### src/rtl/sd_pkg.sv
// Shared constants, helper functions and sample type for the sigma-delta chain.
package sd_pkg;

   localparam int SD_IN_W = 48;
   localparam int SD_OSR  = 64;

   typedef logic signed [SD_IN_W-1:0] sd_sample_t;

   // Ceiling log2 of a positive value; clog2(1) = 0.
   function automatic int clog2(input int value);
      int r;
      r = 0;
      while ((1 << r) < value) r++;
      return r;
   endfunction

   // Accumulator width of a CIC: input width plus bit growth of OSR^ORDER.
   function automatic int acc_w(input int in_w, input int osr, input int order);
      return in_w + order * clog2(osr);
   endfunction

endpackage

### src/rtl/sd_cic_comb.sv
// Single CIC comb stage (differential delay 1). y = x - x_prev, where x_prev is
// the value x had at the previous enabled edge. Arithmetic wraps modulo 2^ACC_W.
module sd_cic_comb #(
   parameter int ACC_W = 66
) (
   input  logic             clk,
   input  logic             reset_n,
   input  logic             clr,
   input  logic             en,
   input  logic [ACC_W-1:0] x,
   output logic [ACC_W-1:0] y
);

   logic [ACC_W-1:0] dly;

   assign y = x - dly;

   // Delay register captures the comb input once per decimated sample.
   always_ff @(posedge clk or negedge reset_n) begin
      if (!reset_n) begin
         dly <= '0;
      end else if (clr) begin
         dly <= '0;
      end else if (en) begin
         dly <= x;
      end
   end

endmodule

### src/rtl/sd_cic_decimator.sv
// Decimating CIC (ORDER integrators at input rate, ORDER combs at output rate)
// behind the sigma-delta digital filter. Output gain is normalised by taking the
// top OUT_W bits of the ACC_W-bit comb result.
// Optional feature: define SD_CIC_ROUND_EN for round-half-up with positive
// saturation instead of plain truncation toward -inf.
//
// Output handshake: out_valid means out_data holds a sample not yet consumed;
// a transfer happens on an edge where out_valid and out_ready are both high.
// A new sample arriving while out_valid is high and out_ready is low is
// dropped (out_data keeps the old sample) and sets the sticky overrun flag.
module sd_cic_decimator
   import sd_pkg::*;
#(
   parameter int IN_W  = SD_IN_W,
   parameter int OUT_W = 24,
   parameter int OSR   = SD_OSR,
   parameter int ORDER = 3
) (
   input  logic             clk,
   input  logic             reset_n,
   input  logic [IN_W-1:0]  in_data,
   input  logic             in_valid,
   input  logic             clr,
   output logic [OUT_W-1:0] out_data,
   output logic             out_valid,
   input  logic             out_ready,
   output logic             settled,
   output logic             overrun
);

   localparam int ACC_W = acc_w(IN_W, OSR, ORDER);
   localparam int PH_W  = (clog2(OSR) < 1) ? 1 : clog2(OSR);
   localparam int CNT_W = 3;

   logic [ACC_W-1:0] in_ext;
   logic [ACC_W-1:0] integ  [ORDER];
   logic [ACC_W-1:0] comb_x [ORDER+1];
   logic [PH_W-1:0]  phase;
   logic             dec_stb;
   logic [CNT_W-1:0] out_cnt;
   logic [OUT_W-1:0] norm;

   assign in_ext = {{(ACC_W-IN_W){in_data[IN_W-1]}}, in_data};

   // Integrator chain and decimation phase; dec_stb marks the edge after the OSR-th input.
   always_ff @(posedge clk or negedge reset_n) begin
      if (!reset_n) begin
         for (int k = 0; k < ORDER; k++) integ[k] <= '0;
         phase   <= '0;
         dec_stb <= 1'b0;
      end else if (clr) begin
         for (int k = 0; k < ORDER; k++) integ[k] <= '0;
         phase   <= '0;
         dec_stb <= 1'b0;
      end else begin
         dec_stb <= 1'b0;
         if (in_valid) begin
            integ[0] <= integ[0] + in_ext;
            for (int k = 1; k < ORDER; k++) integ[k] <= integ[k] + integ[k-1];
            phase <= phase + 1'b1;
            if (phase == PH_W'(OSR - 1)) dec_stb <= 1'b1;
         end
      end
   end

   assign comb_x[0] = integ[ORDER-1];

   for (genvar k = 0; k < ORDER; k++) begin : g_comb
      sd_cic_comb #(.ACC_W(ACC_W)) u_comb (
         .clk     (clk),
         .reset_n (reset_n),
         .clr     (clr),
         .en      (dec_stb),
         .x       (comb_x[k]),
         .y       (comb_x[k+1])
      );
   end

`ifdef SD_CIC_ROUND_EN
   localparam logic [ACC_W:0] HALF = (ACC_W+1)'(1) << (ACC_W - OUT_W - 1);
   logic [ACC_W:0] rnd;

   // Round half-up; a positive result pushed past full scale clamps to max.
   always_comb begin
      rnd = {comb_x[ORDER][ACC_W-1], comb_x[ORDER]} + HALF;
      if (!rnd[ACC_W] && rnd[ACC_W-1]) norm = {1'b0, {(OUT_W-1){1'b1}}};
      else                             norm = rnd[ACC_W-1 -: OUT_W];
   end
`else
   assign norm = comb_x[ORDER][ACC_W-1 -: OUT_W];
`endif

   // Output register, handshake, overrun flag and settle counter.
   always_ff @(posedge clk or negedge reset_n) begin
      if (!reset_n) begin
         out_data  <= '0;
         out_valid <= 1'b0;
         overrun   <= 1'b0;
         out_cnt   <= '0;
      end else if (clr) begin
         out_data  <= '0;
         out_valid <= 1'b0;
         overrun   <= 1'b0;
         out_cnt   <= '0;
      end else begin
         if (out_valid && out_ready) out_valid <= 1'b0;
         if (dec_stb) begin
            if (out_cnt != CNT_W'(ORDER)) out_cnt <= out_cnt + 1'b1;
            if (out_valid && !out_ready) begin
               overrun <= 1'b1;
            end else begin
               out_data  <= norm;
               out_valid <= 1'b1;
            end
         end
      end
   end

   assign settled = (out_cnt == CNT_W'(ORDER));

endmodule
### config.mk
export PLATFORM = sky130hd
export DESIGN_NAME = sd_cic_decimator
export DESIGN_NICKNAME = d
export VERILOG_FILES = /design/src/rtl/sd_pkg.sv /design/src/rtl/sd_cic_comb.sv /design/src/rtl/sd_cic_decimator.sv
export SDC_FILE = /design/constraint.sdc
export NUM_CORES = 2
export LEC_CHECK = 0
export CORE_ASPECT_RATIO = 1.1
export CORE_MARGIN = 5
export CORE_UTILIZATION = 60
export CTS_BUF_LIST = sky130_fd_sc_hd__clkbuf_16
export DETAILED_ROUTE_END_ITERATION = 6
export HOLD_SLACK_MARGIN = 0.12
export PLACE_DENSITY = 0.77
export SYNTH_ARGS = -nofsm -noshare
export SYNTH_HDL_FRONTEND = slang
export SYNTH_SLANG_ARGS = --single-unit
### constraint.sdc
create_clock -name clk -period 10.6 [get_ports clk]
set_input_delay 1.06 -clock clk [delete_from_list [all_inputs] [get_ports clk]]
set_output_delay 1.06 -clock clk [all_outputs]
set_load 0.03 [all_outputs]
==> qor.csv <==
stage,metric,value,unit
clock_network,post-cts gate resize count,0,
logic_synthesis,Ys Warns,0,
logic_synthesis,main flop type after synthesis,dfrtp_1,
clock_network,CTS tree,built,
logic_synthesis,library cells used by synthesis,84,
run,total of max-cap violations,0,
timing,Setup TNS,0,ns
worst_setup_path,startpoint types,register,
floorplanning,die area,67000,sq um
clock_network,Worst-Skew Late Latency,0.60,ns
clock_network,CTS root buf,clkbuf_16,
detailed_routing,DR iter-0 viols,1907,
power,final total power,0.0122,W
placed_design,gpl congestion,0.959,
worst_setup_path,critical path's slowest cell,a31oi_1,
floorplanning,width of the die,247,microns
detailed_routing,vias,31000,
logic_synthesis,syn nets,4891,
worst_setup_path,worst reg-to-reg setup slack,1.57,ns
floorplanning,Initial Util,60.7,%
placed_design,hpwl dp,63400,microns
grt,number of global-route vias before repair,29500,
timing,clk_skew,0.0354,ns
logic_synthesis,commonest cells in the netlist,"nor2_1, dfrtp_1, ha_1",
logic_synthesis,most common cell in the synthesized netlist,nor2_1,
placed_design,I/O Buffers,79,
worst_setup_path,CP Capture Type,register,
detailed_routing,met1 WL,41000,microns
clock_network,total CTS buffers,48,
grt,initial antenna violation count,0,
floorplanning,die height,271,microns
logic_synthesis,Yosys top cell area share,29.1,%
outcome,run status,completed,
worst_setup_path,Crit Path Max Fanout,8,
clock_network,cts hold-fix bufs,0,
logic_synthesis,synthesized cell area,37200,sq um
grt,Total GRT Usage,24.7,%
grt,global-route wire length before repair,143000,microns
final_layout,synthesis-to-layout area growth,7.84,%
detailed_routing,Avg WL per Cell,15.9,microns
power,peak supply drop,0.000221,V
logic_synthesis,"area leader, netlist",dfrtp_1,
worst_hold_path,Hold Crit Class,input port to asynchronous set/reset pin,
timing,Pins Over Slew Limit,0,
final_layout,ANT cells,0,
logic_synthesis,Cells after Synth,4441,
grt,largest net degree at the start of global routing,109,
timing,worst-margin pin slew,1.07,ns
power,Static Leak,18.9,nW
detailed_routing,met3 WL post-DR,3010,microns
timing,Slew headroom,28.3,%
detailed_routing,First-pass DRT Iterations,6,
detailed_routing,top layer in use,met4,
worst_setup_path,arrival time at the worst endpoint,9.47,ns
final_layout,layout cells sized above 1,2.92,%
timing,Final Cycle Share,85.2,%
detailed_routing,# DRC,0,
detailed_routing,post-route ant nets,0,
logic_synthesis,ranking of synthesized cells by area,"dfrtp_1, ha_1, mux2i_1",
worst_setup_path,crit-path max cell delay,0.45,ns
logic_synthesis,Post-synth EDFFs,0,
clock_network,clk slew on worst S/H paths,0.06,ns
detailed_routing,drt via density,5.88,
final_layout,NumNets Final,4865,
worst_setup_path,critical setup path kind,register to register,
clock_network,Bufs on Longest Clock Path,3,
worst_setup_path,WP buf/inv,1,
clock_network,clk sink count,432,
floorplanning,I/O pin total,80,
grt,GRT overflow,0,
detailed_routing,met2 WL,37600,microns
power,pwr dens,305,nW/um^2
timing,Max Clk Rate,111,MHz
logic_synthesis,Mapped Avg Cell Area,8.37,sq um
logic_synthesis,Synth async-reset ratio,100,%
detailed_routing,drt total wl,84100,microns
clock_network,Post-CTS Setup Inserts,0,
clock_network,H-Tree Depth,2,
floorplanning,core area,61200,sq um
worst_setup_path,WP data required,11.04,ns
timing,Tmin final,9.03,ns
worst_setup_path,cell family with the largest share of critical-path delay,compound AO/OA/AOI/OAI gates,
timing,Final Hold Vio Count,0,
logic_synthesis,post-synthesis sequential area ratio,29.1,%
timing,final setup violation count,0,
logic_synthesis,"flops & latches, synth",432,
floorplanning,Core Rows,95,
timing,RSZ-0062 raised after global routing,false,
[layer usage]
layer,global-route usage (%),vias to the layer above
met5,0,-
met3,2.26,148
met4,7.11,0
li1,-,15800
met1,35.3,14400
met2,40.0,657
[layout by cell type (no fill, tap or decap), types with 41 or more instances in the layout]
cell type and instances:
nand3_1 84, o21ai_0 257, a21o_1 256, nor3_1 42, o21bai_1 76, nand2_1 318, inv_1 283, nor2b_1 41
a31oi_1 47, xor2_1 123, nand4_1 69, mux2i_1 268, clkdlybuf4s50_1 76, nor2_1 526, a21oi_1 378, ha_1 392
clkbuf_16 48, xnor2_1 212, dfrtp_1 431, a211oi_1 49
[layout make-up]
class	count	area, sq um
Timing Repair Buffer	100	960
Fill cell	5224	21100
Clock inverter	40	378
Clock buffer	48	1200
Multi-Input combinational cell	3552	24600
Tap cell	824	1030
Sequential cell	432	10800
Inverter	281	1050
[cells by family (layout without fill, tap and decap cells)]
kind of cell	Yosys count	in the layout	synth area share [%]
mux	269	269	7.25
xor+xnor	336	336	7.96
fa+ha+maj	397	397	13.5
simple gates	1251	1251	15.2
flops	432	432	29.1
buf+inv	457	469	4.65
compound gates	1299	1299	22.4
[registers in the layout, indices dropped and copies added (netlist names)]
| name | count |
|---|---|
| comb_x | 66 |
| out_data | 24 |
| out_cnt | 3 |
| g_comb.u_comb.dly | 198 |
| out_valid | 1 |
| integ | 132 |
| dec_stb | 1 |
| overrun | 1 |
| phase | 6 |
[power by group]
| group | switching [W] | internal [W] |
|---|---|---|
| Clock | 0.000691 | 0.000994 |
| Sequential | 0.000126 | 0.00175 |
| Combinational | 0.00496 | 0.00370 |
| Total | 0.00578 | 0.00644 |
[stage by stage]
stage	setup slack (ns)	utilization [%]	instance area, sq um	cells	hold WS, ns
2_1_floorplan	2.85	-	37200	4441	0.479
4_1_cts	1.75	65.5	40100	5277	0.485
3_3_place_gp	2.02	62.9	38500	5189	0.461
5_1_grt	0.860	65.5	40100	5277	0.499
3_5_place_dp	1.76	62.9	38500	5189	0.471
6_report	1.57	65.5	40100	5277	0.478
[final timing paths]
path | end | cells past startpoint | from
setup / recovery | out_data[22] | 39 | comb_x[198]
hold / removal | integ[134] | 1 | reset_n
setup reg to reg | out_data[22] | 39 | comb_x[198]
hold reg to reg | out_data[5] | 2 | out_data[5]
max in group asynchronous | dec_stb | 2 | reset_n
min in group clk | out_data[5] | 2 | out_data[5]
(Power assumes the default switching activity.)
